`src/rtl/ifu_return_stack.sv`:
```
// Speculative return-address stack for the fetch predictor.
// Fetch pushes and pops speculatively; retired affirms track committed state for flush recovery.
module ifu_return_stack #(
   parameter int DEPTH = 8
) (
   input  logic                     cpu_clock_i,
   input  logic                     cpu_reset_n_i,
   input  logic                     fetch_vld_i,
   input  logic                     fetch_call_i,
   input  logic                     fetch_ret_i,
   input  logic [29:0]              fetch_ret_addr_i,
   output logic [29:0]              ras_top_o,
   output logic                     ras_vld_o,
   input  logic                     c1_call_affirm_i,
   input  logic                     c1_ret_affirm_i,
   input  logic                     flush_i,
   output logic [$clog2(DEPTH):0]   spec_cnt_o
);

   localparam int PW = $clog2(DEPTH);
   localparam logic [PW:0] FULL = (PW+1)'(DEPTH);

   typedef struct packed {
      logic [PW-1:0] tos;
      logic [PW:0]   cnt;
   } ptr_t;

   ptr_t spec_q, com_q;
   ptr_t spec_step, com_next, spec_next;
   logic [29:0] mem [DEPTH];
   logic fetch_en;

   // Both ops together act as pop-then-push, i.e. replace the top.
   function automatic ptr_t step(input ptr_t p, input logic push, input logic pop);
      ptr_t n;
      n = p;
      unique case ({push, pop})
         2'b10: begin
            n.tos = p.tos + 1'b1;
            n.cnt = (p.cnt == FULL) ? FULL : p.cnt + 1'b1;
         end
         2'b01: begin
            if (p.cnt != '0) begin
               n.tos = p.tos - 1'b1;
               n.cnt = p.cnt - 1'b1;
            end
         end
         2'b11: begin
            if (p.cnt == '0) n.cnt = (PW+1)'(1);
         end
         default: n = p;
      endcase
      return n;
   endfunction

   assign fetch_en = fetch_vld_i && !flush_i;

   always_comb begin
      com_next  = step(com_q, c1_call_affirm_i, c1_ret_affirm_i);
      spec_step = step(spec_q, fetch_call_i, fetch_ret_i);
      spec_next = spec_q;
      if (flush_i)       spec_next = com_next;
      else if (fetch_en) spec_next = spec_step;
   end

   always_ff @(posedge cpu_clock_i or negedge cpu_reset_n_i) begin
      if (!cpu_reset_n_i) begin
         spec_q <= '0;
         com_q  <= '0;
      end else begin
         spec_q <= spec_next;
         com_q  <= com_next;
      end
   end

   always_ff @(posedge cpu_clock_i) begin
      if (fetch_en && fetch_call_i) begin
         if (fetch_ret_i) mem[spec_q.tos]        <= fetch_ret_addr_i;
         else             mem[spec_q.tos + 1'b1] <= fetch_ret_addr_i;
      end
   end

   assign ras_vld_o  = (spec_q.cnt != '0);
   assign ras_top_o  = ras_vld_o ? mem[spec_q.tos] : 30'd0;
   assign spec_cnt_o = spec_q.cnt;

endmodule
```
`config.mk`:
```
export PLATFORM = sky130hd
export DESIGN_NAME = ifu_return_stack
export DESIGN_NICKNAME = d
export VERILOG_FILES = /design/src/rtl/ifu_return_stack.sv
export SDC_FILE = /design/constraint.sdc
export NUM_CORES = 1
export LEC_CHECK = 0
export CAP_MARGIN = 20
export CORE_UTILIZATION = 59
export DETAILED_ROUTE_END_ITERATION = 8
export GPL_TIMING_DRIVEN = 0
export PLACE_DENSITY = 0.87
export SYNTH_ARGS = -nofsm -noshare
export SYNTH_HDL_FRONTEND = slang
export SYNTH_SLANG_ARGS = --single-unit
```
`constraint.sdc`:
```
create_clock -name cpu_clock_i -period 3.8 [get_ports cpu_clock_i]
set_input_delay 0.38 -clock cpu_clock_i [delete_from_list [all_inputs] [get_ports cpu_clock_i]]
set_output_delay 0.38 -clock cpu_clock_i [all_outputs]
set_load 0.02 [all_outputs]
```
==> flow_summary.toml <==
[global_routing]
grtUsageTotal = 0.263
grt_max_degree = 25
grt_pass1_wl_um = 35200
grt_overflow = 0
first_global_vias = 6077
antenna_found_initial = 0

[detailed_routing]
drcViolationCount = 0
drtPass1Iterations = 5
drt_iter0_markers = 546
ant_nets = 0
viasPerCell = 6.42
wl_per_cell_um = 25.2
vias = 5869
wl_um = 23000

[timing]
slew-limit-headroom = 0.382
finClkSkew_ns = 0.00662
clock.fmax_mhz = 290
tightest_slew_ns = 0.920
slew_violations = 0
whs_ns = 0.191
setup_viol = 0
finalSetupTns_ns = 0
period_needed_ns = 3.45
fin_crit_sh = 0.908
rsz0062_at_grt = "no"
finalHoldViolations = 0

[clock_tree]
clk_pin_slew_worst_paths_ns = 0.06
clockBufferDepth = 3
cts_resized = 0
numClockSinks = 254
clkLatencyLatePin_ns = 0.53
numCtsBuffers = 25
cts-hold-fix-buffers = 0
cts_tree = "built"
clockRootBuffer = "clkbuf_16"
cts_setup_buffers = 0
h-tree-depth = 1

[setup_path]
crit_type = "flop to primary output"
critPathArrivalTime_ns = 3.07
crit_fanout = 10
worst-endpoint-required_ns = 3.42
critPathCaptureType = "primary output"
cp-start-kind = "flop"

[power]
power_density_nw_per_um2 = 682
p_leak_nw = 4.20
ir_drop_uv = 531

[floorplanning]
initial_core_util = 0.610
ios = 73
die_x_um = 136
fp-row-count = 48
die_area_um2 = 18600
core_um2 = 17500
chipHeight_um = 136

[run]
drv_cap = 0

[synthesis]
synth_cells = 570
synthFlopType = "edfxtp_1"
synth_top_cell_area_share = 0.676
yosys.area.top_type = "edfxtp_1"
ys_seq_area_frac = 0.709
ys_warn_count = 0
ys_types = 63
synth_edf_count = 240
avgSynthCellArea_um2 = 18.7
netlist_area_um2 = 10700
ys_top_cells_by_area = "edfxtp_1, mux4_2, dfrtp_1, mux2i_1, ha_1"
async_reset_ff_frac = 0.0551
syn-num-nets = 622
ys_seq_elements = 254

[place]
gp_congestion = 0.871
place_inst = 873
dpl_cell_area_um2 = 11900
dpl.hpwl_um = 13800
io_buffer_count = 70

[final_layout]
nNetsFinal = 727
instances_no_fill = 914
drive_above_1_share = 0.226
design_area_um2 = 12600
antenna_cells = 0
syn2layout_area_growth_pct = 18.2

[hold_path]
hold_class = "input pin to flop"

[run_status]
outcome = "complete, no violations"
## area by class of cell
cell class | instances | area, um2
Sequential cell | 254 | 7560
Fill cell | 1007 | 4870
Timing Repair Buffer | 78 | 883
Buffer | 36 | 218
Clock inverter | 11 | 75.1
Multi-Input combinational cell | 258 | 2870
Inverter | 22 | 82.6
Clock buffer | 30 | 644
Tap cell | 225 | 282
## report_power, final
part | switching [mW] | internal (mW) | total (mW) | leakage, nW
logic | 1.61 | 1.44 | 3.05 | 1.51
clock network | 0.992 | 1.21 | 2.20 | 0.353
registers | 0.117 | 3.22 | 3.34 | 2.34
total | 2.72 | 5.88 | 8.59 | 4.20
## per-layer routing
layer / global-route usage / routed length (um)
met1: 0.339 / 8410
met5: 0 / 0
met2: 0.458 / 12200
met3: 0.0395 / 1680
met4: 0.0907 / 713
## layout by cell type, fill, tap and decap left out, types with 13 or more instances in the layout
cell,Yosys,final
buf_4,13,13
mux2i_1,31,31
clkbuf_16,0,25
buf_2,15,15
mux4_2,60,60
dfrtp_1,14,14
inv_1,21,21
edfxtp_1,240,240
nor2_1,42,34
clkdlybuf4s50_1,0,70
ha_1,14,14
nand2_1,17,17
## critical path: stages, from the launching register on
cell	delay [ns]
dfrtp_1	0.47
inv_1	0.15
ha_1	0.17
nor3b_2	0.23
buf_6	0.20
clkbuf_1	0.50
nor2_1	0.22
clkdlybuf4s50_1	0.60
## path summary, 6_finish.rpt
kind,slack [ns],start,end,cells past startpoint
setup / recovery,0.35,spec_cnt_o[0],ras_top_o[0],7
hold / removal,0.19,flush_i,spec_cnt_o[0],2
setup reg to reg,0.98,spec_q[4],mem[4][9],8
hold reg to reg,0.61,com_q[5],com_q[5],1
max in group asynchronous,3.14,cpu_reset_n_i,com_q[6],1
min in group asynchronous,0.25,cpu_reset_n_i,com_q[3],1
## cell usage after synthesis, drive strengths merged (2+ instances only)
library cell and n:
nand4b 2, nand4 2, edfxtp 240, xor2 4
mux4 60, nor3 5, nand4bb 2, o31a 2
nor3b 2, nand3b 3, dfrtp 14, o221ai 3
ha 14, inv 22, nand2 17, buf 31
o31ai 6, mux2 3, nor2b 5, xnor2 2
a21oi 8, clkbuf 5, nor2 42, o311ai 2
mux2i 31, a311o 2, nand3 8, nor4 6
o21ai 4
## stage by stage
step,total power [mW],worst slack (ns),utilization
6_report,8.59,0.350,0.722
2_1_floorplan,5.33,0.713,-
3_3_place_gp,6.28,-0.755,0.666
4_1_cts,8.65,0.356,0.722
3_5_place_dp,6.42,0.919,0.680
5_1_grt,8.94,0.182,0.722
## cell families (layout without fill, tap and decap cells)
kind of cell | Yosys count | count (layout) | share of synthesized area
AO/OA/AOI/OAI | 43 | 43 | 0.0327
XOR/XNOR | 6 | 6 | 0.00493
adder cells (fa/ha/maj) | 14 | 14 | 0.0164
buffers and inverters | 58 | 177 | 0.0282
flip-flops | 254 | 254 | 0.709
multiplexers | 94 | 94 | 0.159
AND/OR/NAND/NOR | 101 | 101 | 0.0502
## state kept, by name, summed over array words and instances, names as in the netlist
signal,cells
com_q,7
spec_cnt_o,4
spec_q,3
mem,240
Power figures use the tool's default switching activity.
